File: src/rtl/execute_and_store_back.sv
// -----------------------------------------------------------------------------
// execute_and_store_back
//
// Execute / write-back stage of the 3-stage pipeline. Runs the ALU operation,
// load or store for the decoded instruction from fetch/decode. Drives the
// register-file write port, the data-memory request interface and the
// processor status word (PSW). Supports one-level forwarding of the last
// written result and a sticky HALT (powerdown) state.
//
// Optional feature macro: EXEC_MUL_EN
//   defined   : opcode 4 is a 16x16 multiply (low 16 bits written, Z/N set)
//   undefined : no multiplier; opcode 4 behaves exactly like NOP
//
// Ports:
//   clk                  in   1   system clock, rising edge
//   rst                  in   1   asynchronous active-low reset
//   opcode               in   4   instruction opcode
//   destReg              in   4   destination register index
//   srcVal1              in  16   operand 1 (also store data)
//   srcVal2              in  16   operand 2
//   memAddr              in   8   load/store address
//   used1 / used2        in   1   replace operand 1/2 with the last result
//   destRegStore         out  4   register-file write index
//   destVal              out 16   register-file write data
//   storeNow             out  1   register-file write request
//   storeDone            in   1   register-file write acknowledge
//   memAddrLoadStore     out  8   data-memory address
//   memValueStore        out 16   data-memory write data
//   memValueLoad         in  16   data-memory read data
//   valueReady           in   1   memory completion (read valid / write done)
//   readReq / writeReq   out  1   memory read / write request
//   ProcessorStatusWord  out 16   PSW {12'b0, V, N, Z, C}
//   powerdown            out  1   processor halted
// -----------------------------------------------------------------------------
module execute_and_store_back (
    input  logic        clk,
    input  logic        rst,
    input  logic [3:0]  opcode,
    input  logic [3:0]  destReg,
    input  logic [15:0] srcVal1,
    input  logic [15:0] srcVal2,
    input  logic [7:0]  memAddr,
    input  logic        used1,
    input  logic        used2,
    output logic [3:0]  destRegStore,
    output logic [15:0] destVal,
    output logic        storeNow,
    input  logic        storeDone,
    output logic [7:0]  memAddrLoadStore,
    output logic [15:0] memValueStore,
    input  logic [15:0] memValueLoad,
    input  logic        valueReady,
    output logic        readReq,
    output logic        writeReq,
    output logic [15:0] ProcessorStatusWord,
    output logic        powerdown
);

    localparam logic [3:0] OP_NOP   = 4'd0;
    localparam logic [3:0] OP_HALT  = 4'd1;
    localparam logic [3:0] OP_ADD   = 4'd2;
    localparam logic [3:0] OP_SUB   = 4'd3;
    localparam logic [3:0] OP_MUL   = 4'd4;
    localparam logic [3:0] OP_AND   = 4'd5;
    localparam logic [3:0] OP_OR    = 4'd6;
    localparam logic [3:0] OP_XOR   = 4'd7;
    localparam logic [3:0] OP_SHL   = 4'd8;
    localparam logic [3:0] OP_NOT   = 4'd9;
    localparam logic [3:0] OP_SHR   = 4'd10;
    localparam logic [3:0] OP_ASR   = 4'd11;
    localparam logic [3:0] OP_CMP   = 4'd12;
    localparam logic [3:0] OP_MOV   = 4'd13;
    localparam logic [3:0] OP_LOAD  = 4'd14;
    localparam logic [3:0] OP_STORE = 4'd15;

    typedef enum logic [1:0] {
        EXEC    = 2'd0,
        WAIT_LD = 2'd1,
        WAIT_ST = 2'd2,
        HALT    = 2'd3
    } state_t;

    state_t      state_q, state_d;
    logic [3:0]  dest_reg_store_q, dest_reg_store_d;
    logic [15:0] dest_val_q, dest_val_d;
    logic        store_now_q, store_now_d;
    logic [7:0]  mem_addr_q, mem_addr_d;
    logic [15:0] mem_value_store_q, mem_value_store_d;
    logic        read_req_q, read_req_d;
    logic        write_req_q, write_req_d;
    logic [15:0] psw_q, psw_d;
    logic        powerdown_q, powerdown_d;
    logic [15:0] last_result_q, last_result_d;
    // Load destination is held separately: a previous ALU write may still be
    // pending on destRegStore while the load is outstanding.
    logic [3:0]  ld_dest_q, ld_dest_d;

    // ---------------------------------------------------------------------
    // Operand selection and ALU
    // ---------------------------------------------------------------------
    logic [15:0] op1, op2;
    logic [16:0] sum17;
    logic [15:0] diff;
    logic [15:0] alu_res;
    logic        alu_c, alu_v;
    logic        alu_wb;     // result goes to the register file
    logic        alu_flags;  // result updates the PSW

    assign op1   = used1 ? last_result_q : srcVal1;
    assign op2   = used2 ? last_result_q : srcVal2;
    assign sum17 = {1'b0, op1} + {1'b0, op2};
    assign diff  = op1 - op2;

    // NOTE: every signal written in an always_comb gets a default first, so
    // no path through the case statements can leave it unassigned and infer
    // a latch.
    always_comb begin
        alu_res   = '0;
        alu_c     = 1'b0;
        alu_v     = 1'b0;
        alu_wb    = 1'b0;
        alu_flags = 1'b0;
        case (opcode)
            OP_ADD: begin
                alu_res   = sum17[15:0];
                alu_c     = sum17[16];
                // Overflow: operands share a sign that the result does not.
                alu_v     = (op1[15] == op2[15]) && (alu_res[15] != op1[15]);
                alu_wb    = 1'b1;
                alu_flags = 1'b1;
            end
            OP_SUB: begin
                alu_res   = diff;
                alu_c     = (op1 < op2);
                // Overflow: operands differ in sign and result flips op1's.
                alu_v     = (op1[15] != op2[15]) && (alu_res[15] != op1[15]);
                alu_wb    = 1'b1;
                alu_flags = 1'b1;
            end
            OP_MUL: begin
`ifdef EXEC_MUL_EN
                alu_res   = op1 * op2;
                alu_wb    = 1'b1;
                alu_flags = 1'b1;
`endif
            end
            OP_AND: begin alu_res = op1 & op2;  alu_wb = 1'b1; alu_flags = 1'b1; end
            OP_OR:  begin alu_res = op1 | op2;  alu_wb = 1'b1; alu_flags = 1'b1; end
            OP_XOR: begin alu_res = op1 ^ op2;  alu_wb = 1'b1; alu_flags = 1'b1; end
            OP_SHL: begin alu_res = op1 << op2[3:0]; alu_wb = 1'b1; alu_flags = 1'b1; end
            OP_NOT: begin alu_res = ~op1;       alu_wb = 1'b1; alu_flags = 1'b1; end
            OP_SHR: begin alu_res = op1 >> op2[3:0]; alu_wb = 1'b1; alu_flags = 1'b1; end
            OP_ASR: begin
                alu_res   = $unsigned($signed(op1) >>> op2[3:0]);
                alu_wb    = 1'b1;
                alu_flags = 1'b1;
            end
            OP_CMP: begin
                // Compare only: flags from op1-op2, carry/overflow stay clear.
                alu_res   = diff;
                alu_flags = 1'b1;
            end
            OP_MOV: begin alu_res = op1; alu_wb = 1'b1; end
            default: ;  // NOP, HALT, LOAD, STORE handled by the FSM
        endcase
    end

    // ---------------------------------------------------------------------
    // Next-state / output logic
    // ---------------------------------------------------------------------
    always_comb begin
        state_d           = state_q;
        dest_reg_store_d  = dest_reg_store_q;
        dest_val_d        = dest_val_q;
        // A pending write drops once the register file acknowledges it; a
        // new write on the same edge takes priority below.
        store_now_d       = store_now_q & ~storeDone;
        mem_addr_d        = mem_addr_q;
        mem_value_store_d = mem_value_store_q;
        read_req_d        = read_req_q;
        write_req_d       = write_req_q;
        psw_d             = psw_q;
        powerdown_d       = powerdown_q;
        last_result_d     = last_result_q;
        ld_dest_d         = ld_dest_q;

        case (state_q)
            EXEC: begin
                if (alu_wb) begin
                    dest_reg_store_d = destReg;
                    dest_val_d       = alu_res;
                    store_now_d      = 1'b1;
                    last_result_d    = alu_res;
                end
                if (alu_flags) begin
                    psw_d = {12'b0, alu_v, alu_res[15], (alu_res == 16'd0), alu_c};
                end
                case (opcode)
                    OP_HALT: begin
                        powerdown_d = 1'b1;
                        state_d     = HALT;
                    end
                    OP_LOAD: begin
                        mem_addr_d = memAddr;
                        read_req_d = 1'b1;
                        ld_dest_d  = destReg;
                        state_d    = WAIT_LD;
                    end
                    OP_STORE: begin
                        mem_addr_d        = memAddr;
                        mem_value_store_d = op1;
                        write_req_d       = 1'b1;
                        state_d           = WAIT_ST;
                    end
                    default: ;
                endcase
            end
            WAIT_LD: begin
                if (valueReady) begin
                    read_req_d       = 1'b0;
                    dest_val_d       = memValueLoad;
                    dest_reg_store_d = ld_dest_q;
                    store_now_d      = 1'b1;
                    last_result_d    = memValueLoad;
                    state_d          = EXEC;
                end
            end
            WAIT_ST: begin
                if (valueReady) begin
                    write_req_d = 1'b0;
                    state_d     = EXEC;
                end
            end
            HALT: ;  // sticky until reset; only the pending write can retire
            default: state_d = EXEC;
        endcase
    end

    // NOTE: state is updated only with non-blocking assignments so every
    // flop samples the values from before the edge, independent of order.
    always_ff @(posedge clk or negedge rst) begin
        if (!rst) begin
            state_q           <= EXEC;
            dest_reg_store_q  <= '0;
            dest_val_q        <= '0;
            store_now_q       <= 1'b0;
            mem_addr_q        <= '0;
            mem_value_store_q <= '0;
            read_req_q        <= 1'b0;
            write_req_q       <= 1'b0;
            psw_q             <= '0;
            powerdown_q       <= 1'b0;
            last_result_q     <= '0;
            ld_dest_q         <= '0;
        end else begin
            state_q           <= state_d;
            dest_reg_store_q  <= dest_reg_store_d;
            dest_val_q        <= dest_val_d;
            store_now_q       <= store_now_d;
            mem_addr_q        <= mem_addr_d;
            mem_value_store_q <= mem_value_store_d;
            read_req_q        <= read_req_d;
            write_req_q       <= write_req_d;
            psw_q             <= psw_d;
            powerdown_q       <= powerdown_d;
            last_result_q     <= last_result_d;
            ld_dest_q         <= ld_dest_d;
        end
    end

    assign destRegStore        = dest_reg_store_q;
    assign destVal             = dest_val_q;
    assign storeNow            = store_now_q;
    assign memAddrLoadStore    = mem_addr_q;
    assign memValueStore       = mem_value_store_q;
    assign readReq             = read_req_q;
    assign writeReq            = write_req_q;
    assign ProcessorStatusWord = psw_q;
    assign powerdown           = powerdown_q;

endmodule

File: config.mk
export PLATFORM = sky130hd
export DESIGN_NAME = execute_and_store_back
export DESIGN_NICKNAME = d
export VERILOG_FILES = /design/src/rtl/execute_and_store_back.sv
export SDC_FILE = /design/constraint.sdc
export NUM_CORES = 1
export LEC_CHECK = 0
export ABC_AREA = 0
export BUFFER_PORTS_ARGS = -buffer_cell sky130_fd_sc_hd__buf_2
export CAP_MARGIN = 20
export CORE_ASPECT_RATIO = 0.6
export CORE_MARGIN = 10
export CORE_UTILIZATION = 40
export CTS_BUF_LIST = sky130_fd_sc_hd__clkbuf_8
export CTS_CLUSTER_SIZE = 28
export DETAILED_ROUTE_END_ITERATION = 16
export GPL_TIMING_DRIVEN = 0
export HOLD_SLACK_MARGIN = 0.15
export PLACE_DENSITY = 0.7
export SLEW_MARGIN = 40
export SYNTH_ARGS = -nofsm -noshare
export SYNTH_HDL_FRONTEND = slang
export SYNTH_SLANG_ARGS = --single-unit
File: constraint.sdc
create_clock -name clk -period 4.7 [get_ports clk]
set_clock_uncertainty 0.15 [all_clocks]
set_input_delay 0 -clock clk [delete_from_list [all_inputs] [get_ports clk]]
set_output_delay 0 -clock clk [all_outputs]
set_load 0.02 [all_outputs]
Word level (Yosys, flattened, before mapping)

Cells that the tools add are included.

Flip-flop bits (word level): 58
Input port bits: 70
Word-level logic and storage cells: 95

Add/sub/neg operators: 2
Order comparisons: 1
Equal/unequal tests: 27
Shift-type cells: 3
Multiplexer cells: 24
Bitwise logic cells: 6
Reduce and logical (&&, ||, !) cells: 21

Operators with widths:

| kind                                                | number |
|---|---|
| case mux 16 bit (10 select lines)                   | 1 |
| 2-to-1 mux 16 bit                                   | 4 |
| equality test 4 bit, second input constant          | 8 |
| case mux 16 bit (2 select lines)                    | 1 |
| OR reduction 10 bit                                 | 2 |
| adder 16 x 16 -> 17 bit                             | 1 |
| AND 16 bit                                          | 1 |
| zero test 16 bit                                    | 1 |
| < comparator 16 bit                                 | 1 |
| NOT 16 bit                                          | 1 |
| OR 16 bit                                           | 1 |
| << shifter 16 x 4 -> 16 bit                         | 1 |
| right shift 16 x 4 -> 16 bit                        | 1 |
| >>> shifter 16 x 4 -> 16 bit                        | 1 |
| subtractor 16 bit                                   | 1 |
| bitwise XOR 16 bit                                  | 1 |
| equality test 4 x 3 -> 1 bit, second input constant | 3 |
| AND reduction 3 bit                                 | 4 |
| case mux 1 bit (2 select lines)                     | 5 |
| AND reduction 2 bit                                 | 5 |
| equality test 4 x 2 -> 1 bit, second input constant | 2 |
| 2-to-1 mux 4 bit                                    | 2 |
| != test 2 bit, second input constant                | 4 |
| case mux 4 bit (2 select lines)                     | 1 |
| 17 further kinds                                    | 31 |

Longest topological paths before layout

Gate-level depths: netlist of the first run.

Depth after elaboration: 5
Depth in mapped cells: 16
Gate-level depth less buffers: 14

Worst setup path after synthesis of the first run

Ideal clock, no wire load.

Path type: register to register
Start: register last_result_q[1]
End: register psw_q[1] (netlist: ProcessorStatusWord[1])
Arrival time: 3.680 ns
Path slack: 0.794 ns
Stages on the path, launching flop included: 15
Path buffers: 3
Cells stage by stage: dfrtp_1 mux2i_1 buf_2 buf_2 clkbuf_1 ha_1 a211oi_1 nor2_1 o2111a_1 o2111ai_1 a21oi_1 o221ai_1 o211ai_1 or3b_1 o21ai_1

Cells in the longest elaborated chain, start to end: 4

Ends and longest elaborated chain:

| element                                   | line     | text |
|---|---|---|
| start: declaration                        | 93       | `logic [15:0] last_result_q, last_result_d;` |
| start signal: assignment                  | 266      | `last_result_q <= last_result_d;` |
| 2-to-1 mux 16 bit (on tied branches)      | 109, 110 |  |
| subtractor 16 bit (tied with other cells) | 112      | `assign diff = op1 - op2;` |
| case mux 16 bit (10 select lines) (*)     | 123      | `case (opcode)` |
| zero test 16 bit (*)                      | 196      | `psw_d = {12'b0, alu_v, alu_res[15], (alu_res == 16'd0), alu_c};` |
| end signal: assignment                    | 264      | `psw_q <= psw_d;` |
| end: declaration                          | 91       | `logic [15:0] psw_q, psw_d;` |

Mark *: on every way between the ends. The rest lies on a longest branch, timed or not.
A chain may end at the register's enable or synchronous reset.

Worst setup path in the final report of the first run

Start: register last_result_q[0]
End: register psw_q[1] (netlist: ProcessorStatusWord[1])

The elaborated chain is that of the path after synthesis.

==> impl_metrics.env, run 1 <==
export IMPL_ir_worst_vdd_v=0.000378
export IMPL_drc=0
export IMPL_seq_area_frac_synth=0.191
export IMPL_grt_overflow_total=0
export IMPL_crit_type="flop to flop"
export IMPL_h_tree_depth=3
export IMPL_start_util=0.415
export IMPL_synth_area_sq_um=7610
export IMPL_core_sq_um=18400
export IMPL_p_leak_uw=0.00436
export IMPL_maxSlewHeadroom=0.423
export IMPL_antenna_found_initial=1
export IMPL_post_cts_buffers=0
export IMPL_vias=8797
export IMPL_fmax_mhz=217
export IMPL_wl_per_cell_um=28.0
export IMPL_place_ws_ns=-0.681
export IMPL_crit_arrival_ns=4.74
export IMPL_critical_path_endpoint_type="flop"
export IMPL_cts_path_max_buffers=2
export IMPL_grt_pass1_vias=8521
export IMPL_met2_usage=0.421
export IMPL_hold_depth=6
export IMPL_min_to="ProcessorStatusWord[0]"
export IMPL_ys_seq_elements=58
export IMPL_syn_instance_count=945
export IMPL_ant_nets=0
export IMPL_clock_sinks=58
export IMPL_gr_usage_all_layers=0.301
export IMPL_cts_buffers=9
export IMPL_drive_above_1_share=0.213
export IMPL_rsz0062_at_grt="no"
export IMPL_required_ns=4.83
export IMPL_fin_crit_sh=0.979
export IMPL_critPathMaxStageDelay_ns=0.48
export IMPL_power_uw=5520
export IMPL_fillers=1777
export IMPL_die_area_sq_um=25100
export IMPL_outcome="finished, final reports clean"
export IMPL_drtPass1Iterations=6
export IMPL_io_buffers=120
export IMPL_ys_warn_count=0
export IMPL_use_met1=0.433
export IMPL_layout_min_cycle_time_ns=4.60
export IMPL_max_cap_violations=0
export IMPL_crit_reg2reg_capture="ProcessorStatusWord[1]"
export IMPL_detailed_place_hpwl_mm=31.0
export IMPL_setup_violations=0
export IMPL_clk_latency_ns=0.36
export IMPL_dieHeight_um=127
export IMPL_grt_pass1_wl_mm=57.1
export IMPL_critPathMaxFanout=11
export IMPL_use_met3=0.109
export IMPL_synthFlopType="dfrtp_1"
export IMPL_critPathLaunchType="flop"
export IMPL_power_density_nw_per_um2=583
export IMPL_multi_input_area_sq_um=5700
export IMPL_ioPinCount=134
export IMPL_hold_path_class="input pin to flop"
export IMPL_ff2ff_path_depth=16
export IMPL_regToRegSetupSlack_ns=0.1
export IMPL_nets=1269
export IMPL_globalRoute_busiestLayer="met1"
export IMPL_finalHoldViolCount=0
export IMPL_postLayoutSetupSlackWorst_ns=0.0966
export IMPL_worstHoldStart="srcVal2[15]"
export IMPL_diodes=0
export IMPL_seq_area_sq_um=1450
export IMPL_yosysUniqueCellTypes=80
export IMPL_vias_per_cell=6.35
export IMPL_tightest_slew_ns=0.865
export IMPL_synth_async_sr_flop_share=1.00
export IMPL_r2r_start="last_result_q[0]"
export IMPL_gp_congestion=1.05
export IMPL_drt_iter0_markers=1083
export IMPL_cts_tree="yes"
export IMPL_synth_edf_count=0
export IMPL_root_buffer="clkbuf_8"
export IMPL_avgSynthCellArea_sq_um=8.05
export IMPL_die_x_um=198
export IMPL_slew_violations=0
export IMPL_slowest_stage="dfrtp_1"
export IMPL_routed_wirelength_mm=38.8
export IMPL_fp_row_count=38
export IMPL_grt_max_degree=59
export IMPL_crit_chain="mux2i_2 -> inv_2 -> buf_6 -> buf_4 -> ha_1 -> inv_1 -> fa_1 -> nand2b_1 -> a2111oi_1 -> a2111oi_2 -> a221o_1 -> a211oi_2 -> nand2_1 -> nor4_1 -> nand4_1 -> o21ai_1"
export IMPL_clk_pin_slew_ns=0.08
export IMPL_area_growth_pct=24.4
==> per-layer routing <==
layer / part of all wire / up-vias
met5: 0 / -
met4: 0.013 / 0
met3: 0.13 / 46
met2: 0.40 / 594
met1: 0.45 / 4268
li1: - / 3889
==> final cells by class <==
| cell class | count | area share |
|---|---|---|
| sequential | 58 | 0.153 |
| inverter | 52 | 0.0206 |
| multi-input combinational | 767 | 0.602 |
| tap | 240 | 0.0317 |
| clock inverter | 7 | 0.0132 |
| clock buffer | 9 | 0.0131 |
| timing repair buffer | 177 | 0.126 |
| buffer | 76 | 0.0400 |
==> sequential cells by signal (all words and copies together), names as in the netlist, 2 cells and up <==
| register | count |
|---|---|
| ld_dest_q | 4 |
| ProcessorStatusWord | 4 |
| last_result_q | 16 |
| destRegStore | 4 |
| memAddrLoadStore | 8 |
| memValueStore | 16 |
| state_q | 2 |
==> where the power goes <==
group          switching (uW)  internal [uW]  total (uW)
combinational            2610           1380        3990
clock                     236            356         593
sequential                212            728         940
total                    3060           2460        5520
==> critical path: cells and delay by family (launching register included) <==
kind            cells  cell delay (ns)
compound gates      5             1.52
simple gates        4             0.81
fa+ha+maj           2             0.62
buf+inv             4             0.58
flops               1             0.48
mux                 1             0.36
==> timing repair <==
item / in CTS / in global routing
hold endpoints to repair: 110 / 0
gates resized for setup: 9 / 6
hold buffers: 56 / 0
setup endpoints to repair: 10 / 3
==> cell usage after synthesis, types with 14 or more instances <==
master	n	area share
nor3_1	28	0.018
mux2_2	24	0.036
nand2_1	92	0.045
nand3_1	24	0.016
a211oi_1	14	0.014
nor2_1	65	0.032
a21oi_1	45	0.030
a31oi_1	17	0.014
dfrtp_1	58	0.19
o22ai_1	16	0.013
ha_1	56	0.092
mux2i_1	76	0.10
clkbuf_1	43	0.021
inv_1	40	0.020
o21ai_0	69	0.045
==> worst max path at each step <==
stage                startpoint                      to  slack [ns]  depth (start not counted)
6_report       last_result_q[0]  ProcessorStatusWord[1]         0.1                         16
5_1_grt        last_result_q[0]  ProcessorStatusWord[1]       0.006                         16
4_1_cts        last_result_q[3]  ProcessorStatusWord[1]        0.06                         14
3_5_place_dp              used2  ProcessorStatusWord[1]       -0.68                         16
3_3_place_gp              used2  ProcessorStatusWord[1]       -0.71                         16
2_1_floorplan  last_result_q[1]  ProcessorStatusWord[1]        0.79                         14
==> cell families (layout without fill, tap and decap cells) <==
| family | after synthesis | after routing | synth area share |
|---|---|---|---|
| other | 1 | 12 | 0.000493 |
| multiplexers | 123 | 123 | 0.194 |
| AO/OA/AOI/OAI | 284 | 284 | 0.253 |
| flip-flops | 58 | 58 | 0.191 |
| XOR/XNOR | 10 | 10 | 0.0115 |
| adder cells (fa/ha/maj) | 58 | 58 | 0.0973 |
| buffers and inverters | 131 | 321 | 0.0758 |
| AND/OR/NAND/NOR | 280 | 280 | 0.177 |
==> stage by stage <==
stage               setup TNS, ns  hold WS [ns]  instance area (sq um)   util  instances
CTS                             0         0.221                   9440  0.514       1388
global route                    0         0.251                   9470  0.516       1386
finish                          0         0.214                   9470  0.516       1386
detailed placement          -2.39       -0.0372                   8580  0.467       1317
floorplan                       0        -0.446                   7650      -        956
global placement            -2.38        0.0822                   8550  0.466       1316
==> placed cells by master (no fill, tap or decap), types with 10 or more instances in the layout <==
master,instances
ha_1,56
inv_2,12
nor2b_1,12
nor3_1,27
nand2b_1,10
o21ai_0,69
a31oi_1,17
mux2i_4,12
nand3_1,24
nand2_1,92
dlygate4sd3_1,55
o22ai_1,16
mux2i_1,75
inv_1,40
a211oi_1,12
a211o_1,10
a21oi_1,44
buf_2,131
clkbuf_1,38
conb_1,12
o211ai_1,11
buf_4,16
nor2_1,65
mux2_2,24
dfrtp_1,58
Power figures use the tool's default switching activity.
==> inputs of run 2 (changes only) <==
clock period = 4.6 ns   (was 4.7 ns; I/O delays follow)
==> impl_metrics.env, run 2 (synthesis gave the netlist of run 1 again) <==
export IMPL_fmax_mhz=219
export IMPL_max_cap_violations=0
export IMPL_crit_chain="mux2i_1 -> buf_2 -> buf_4 -> fa_1 -> nand2b_1 -> a2111oi_1 -> a2111oi_2 -> a221o_1 -> a211oi_2 -> nand2_1 -> nor4_1 -> nand4_1 -> o21ai_1"
export IMPL_tns_ns=0
export IMPL_die_area_sq_um=25100
export IMPL_drive_above_1_share=0.216
export IMPL_p_leak_uw=0.00436
export IMPL_start_util=0.415
export IMPL_outcome="finished, final reports clean"
export IMPL_fin_crit_sh=0.994
export IMPL_antenna_found_initial=1
export IMPL_cts_buffers=9
export IMPL_final_common_cell="buf_2"
export IMPL_grt_pass1_vias=8532
export IMPL_diodes=0
export IMPL_slowest_stage="fa_1"
export IMPL_critPathMaxStageDelay_ns=0.49
export IMPL_io_buffers=120
export IMPL_detailed_place_hpwl_mm=31.0
export IMPL_slew_violations=0
export IMPL_critPathMaxFanout=22
export IMPL_crit_arrival_ns=4.71
export IMPL_die_x_um=198
export IMPL_gp_congestion=1.05
export IMPL_fillers=1772
export IMPL_drc=0
export IMPL_setup_violations=0
export IMPL_cpLargestDelayFamily="compound AO/OA/AOI/OAI gates"
export IMPL_ir_worst_vdd_v=0.000385
export IMPL_dieHeight_um=127
export IMPL_dpl_cell_area_sq_um=8580
export IMPL_maxSlewHeadroom=0.419
export IMPL_tightest_slew_ns=0.872
export IMPL_grt_pass1_wl_mm=57.1
export IMPL_vias_per_cell=6.33
export IMPL_h_tree_depth=3
export IMPL_fp_row_count=38
export IMPL_finalHoldViolCount=0
export IMPL_utilization=0.517
export IMPL_critical_path_endpoint_type="flop"
export IMPL_critPathLaunchType="flop"
export IMPL_rsz0062_at_grt="no"
export IMPL_drt_iter0_markers=1110
export IMPL_drtPass1Iterations=6
export IMPL_ioPinCount=134
export IMPL_crit_type="flop to flop"
export IMPL_root_buffer="clkbuf_8"
export IMPL_nets=1269
export IMPL_power_density_nw_per_um2=596
export IMPL_grt_max_degree=59
export IMPL_vias=8771
export IMPL_layout_min_cycle_time_ns=4.57
export IMPL_fin_area_sq_um=9490
export IMPL_wl_per_cell_um=28.1
export IMPL_post_cts_buffers=0
export IMPL_cts_tree="yes"
export IMPL_required_ns=4.74
export IMPL_seq_area_sq_um=1450
export IMPL_clock_sinks=58
export IMPL_clk_latency_ns=0.37
export IMPL_hold_path_class="input pin to flop"
export IMPL_ant_nets=0
export IMPL_path_buf_inv=2
export IMPL_routed_wirelength_mm=38.9
export IMPL_multi_input_area_sq_um=5720
export IMPL_gr_usage_all_layers=0.301
export IMPL_core_sq_um=18400
export IMPL_clk_pin_slew_ns=0.08
export IMPL_mostFrequentLayoutCells="buf_2, nand2_1, mux2i_1"
export IMPL_cts_path_max_buffers=2
export IMPL_area_growth_pct=24.7
export IMPL_grt_overflow_total=0
-- run 2: cell count changes in the layout (fill, tap and decap cells not counted) --
cell,change
dfrtp_2,+1
ha_2,+1
mux2i_2,-1
a211oi_2,+1
mux2i_4,+1
dfrtp_1,-1
a211oi_1,-1
buf_2,-2
clkbuf_4,+2
ha_1,-1
-- run 2: layout make-up --
cell class,count,share of cell area
inverter,52,0.0206
tap,240,0.0316
sequential,58,0.153
buffer,76,0.0405
clock inverter,7,0.0132
clock buffer,9,0.0131
timing repair buffer,177,0.125
multi-input combinational,767,0.603
-- run 2: path summary, 6_finish.rpt --
kind / start / to / slack [ns] / depth (start not counted)
max in group asynchronous: rst / last_result_q[0] / 3.44 / 4
min in group asynchronous: rst / memAddrLoadStore[4] / 0.57 / 4
setup reg to reg: last_result_q[1] / ProcessorStatusWord[1] / 0.03 / 13
hold reg to reg: memValueStore[10] / memValueStore[10] / 0.33 / 2
hold / removal: srcVal2[15] / ProcessorStatusWord[0] / 0.21 / 6
setup / recovery: last_result_q[1] / ProcessorStatusWord[1] / 0.03 / 13
-- run 2: tightest hold or removal path, stage by stage --
cell and delay [ns]:
buf_2 0.07, mux2i_1 0.12, inv_1 0.08, ha_1 0.17, a221oi_1 0.09, o21ai_0 0.16
-- run 2: stage by stage --
stage | std cells | total power [uW] | worst slack, ns | hold WS (ns)
after floorplan | 956 | 3450 | 0.694 | -0.446
after CTS | 1388 | 5480 | 0.0172 | 0.221
after global routing | 1386 | 5980 | 0.000266 | 0.251
after global placement | 1316 | 4760 | -0.812 | 0.0822
after detailed placement | 1317 | 4770 | -0.781 | -0.0372
final | 1386 | 5660 | 0.0261 | 0.211
-- run 2: report_power, final --
part | switching (uW) | internal (uW) | total (uW)
clock | 242 | 364 | 606
combinational | 2680 | 1410 | 4090
sequential | 217 | 744 | 961
total | 3130 | 2520 | 5660
-- run 2: timing repair --
action,CTS,global route
cloned,0,0
hold buffers,56,0
endpoints found under the hold margin,110,0
resized for setup,10,11
endpoints found under the setup margin,11,6
-- run 2: routing by layer --
layer	routed length (um)	up-vias	global-route usage	part of all wire
li1	-	3889	-	-
met1	17700	4255	0.433	0.46
met2	15700	577	0.421	0.40
met3	4960	50	0.109	0.13
met4	532	0	0.0495	0.014
met5	0	-	0	0
==> inputs of run 3 (changes only) <==
CORE_MARGIN = default   (was 10)
==> impl_metrics.env, run 3 (synthesis gave the netlist of run 1 again) <==
export IMPL_outcome="finished, final reports clean"
export IMPL_place_ws_ns=-0.941
export IMPL_core_sq_um=18400
export IMPL_antenna_found_initial=1
export IMPL_ir_worst_vdd_v=0.000365
export IMPL_cts_tree="yes"
export IMPL_ant_nets=0
export IMPL_crit_arrival_ns=4.56
export IMPL_clk_latency_ns=0.37
export IMPL_gp_congestion=1.05
export IMPL_grt_max_degree=41
export IMPL_regToRegSetupSlack_ns=0.17
export IMPL_wl_per_cell_um=26.7
export IMPL_min_to="memValueStore[7]"
export IMPL_postLayoutSetupSlackWorst_ns=0.170
export IMPL_drc=0
export IMPL_critPathMaxStageDelay_ns=0.51
export IMPL_h_tree_depth=3
export IMPL_clk_pin_slew_ns=0.10
export IMPL_cpLargestDelayFamily="compound AO/OA/AOI/OAI gates"
export IMPL_hold_depth=3
export IMPL_gr_usage_all_layers=0.373
export IMPL_power_uw=5620
export IMPL_grt_overflow_total=0
export IMPL_die_x_um=180
export IMPL_setup_violations=0
export IMPL_seq_area_sq_um=1450
export IMPL_slew_violations=0
export IMPL_drt_iter0_markers=1206
export IMPL_grt_pass1_vias=8179
export IMPL_cts_path_max_buffers=2
export IMPL_routed_wirelength_mm=37.0
export IMPL_max_cap_violations=0
export IMPL_fmax_mhz=226
export IMPL_crit_chain="mux2i_4 -> clkbuf_2 -> clkbuf_4 -> ha_1 -> nand2b_1 -> a211oi_1 -> o41a_1 -> a211o_1 -> nand2_1 -> a211o_1 -> a211oi_1 -> or3b_1 -> o21ai_1"
export IMPL_power_density_nw_per_um2=593
export IMPL_p_leak_uw=0.00435
export IMPL_crit_reg2reg_capture="ProcessorStatusWord[1]"
export IMPL_hold_path_class="input pin to flop"
export IMPL_vias=8823
export IMPL_path_buf_inv=2
export IMPL_required_ns=4.73
export IMPL_ioPinCount=134
export IMPL_slowest_stage="dfrtp_1"
export IMPL_final_common_cell="buf_2"
export IMPL_cts_buffers=9
export IMPL_crit_type="flop to flop"
export IMPL_critPathLaunchType="flop"
export IMPL_ff2ff_path_depth=13
export IMPL_grt_pass1_wl_mm=53.4
export IMPL_vias_per_cell=6.37
export IMPL_critical_path_endpoint_type="flop"
export IMPL_fp_row_count=38
export IMPL_dieHeight_um=109
export IMPL_post_cts_buffers=0
export IMPL_rsz0062_at_grt="no"
export IMPL_detailed_place_hpwl_mm=29.1
export IMPL_maxSlewHeadroom=0.401
export IMPL_layout_min_cycle_time_ns=4.43
export IMPL_tightest_slew_ns=0.898
export IMPL_r2r_start="last_result_q[2]"
export IMPL_drive_above_1_share=0.217
export IMPL_multi_input_area_sq_um=5720
export IMPL_start_util=0.415
export IMPL_nets=1268
export IMPL_fin_crit_sh=0.963
export IMPL_drtPass1Iterations=8
export IMPL_root_buffer="clkbuf_8"
export IMPL_io_buffers=120
export IMPL_clock_sinks=58
export IMPL_area_growth_pct=24.6
export IMPL_critPathMaxFanout=11
export IMPL_finalHoldViolCount=0
export IMPL_die_area_sq_um=19600
export IMPL_fillers=1841
export IMPL_worstHoldStart="used1"
export IMPL_mostFrequentLayoutCells="buf_2, nand2_1, mux2i_1"
run 3: per-stage QoR:
step	TNS (ns)	hold WS (ns)	cell area, sq um	util	std cells
after floorplan	0	-0.446	7650	-	956
after global placement	-3.42	0.0817	8550	0.466	1316
after detailed placement	-3.48	-0.0324	8590	0.468	1317
after CTS	0	0.161	9430	0.514	1387
after global routing	0	0.216	9480	0.516	1385
final	0	0.167	9480	0.517	1386
run 3: final cells by class:
type                    instances  share of cell area
multi-input cells             767               0.604
flip-flops and latches         58               0.153
repair buffers                176               0.124
plain buffers                  76              0.0408
well taps                     240              0.0317
inverters                      52              0.0206
clock inverters                 7              0.0132
clock buffers                   9              0.0131
diodes                          1            0.000264
run 3: how the worst max path moves through the flow:
| stage | slack, ns | cells past startpoint | to | start |
|---|---|---|---|---|
| final | 0.17 | 13 | ProcessorStatusWord[1] | last_result_q[2] |
| after global routing | 0.01 | 13 | ProcessorStatusWord[1] | last_result_q[2] |
| after CTS | 0.04 | 16 | ProcessorStatusWord[1] | last_result_q[0] |
| after detailed placement | -0.94 | 16 | ProcessorStatusWord[1] | used2 |
| after global placement | -0.86 | 16 | ProcessorStatusWord[1] | used2 |
| after floorplan | 0.69 | 14 | ProcessorStatusWord[1] | last_result_q[1] |
run 3: routing by layer:
layer | part of all wire | GRT usage | wire, um | up-vias
met2 | 0.38 | 0.500 | 14200 | 574
met4 | 0.020 | 0.0946 | 751 | 2
met1 | 0.46 | 0.543 | 16800 | 4297
met5 | 0.00062 | 0 | 23 | -
met3 | 0.14 | 0.147 | 5180 | 62
li1 | - | - | - | 3888
run 3: where the power goes:
part / switching (uW) / internal, uW / leakage [uW]
registers: 210 / 744 / 0.000726
logic: 2620 / 1410 / 0.00350
clock network: 274 / 365 / 0.000124
run 3: timing repair:
| action | 4_1_cts | 5_1_grt |
|---|---|---|
| gates resized for setup | 11 | 13 |
| hold endpoints to repair | 110 | 0 |
| hold buffers | 55 | 0 |
| setup endpoints to repair | 10 | 7 |
run 3: worst register-to-register path: cells and delay by family, from the launching register on:
family,cells,cell delay [ns]
fa+ha+maj,1,0.35
compound gates,6,1.59
simple gates,3,0.76
flops,1,0.51
buf+inv,2,0.68
mux,1,0.32
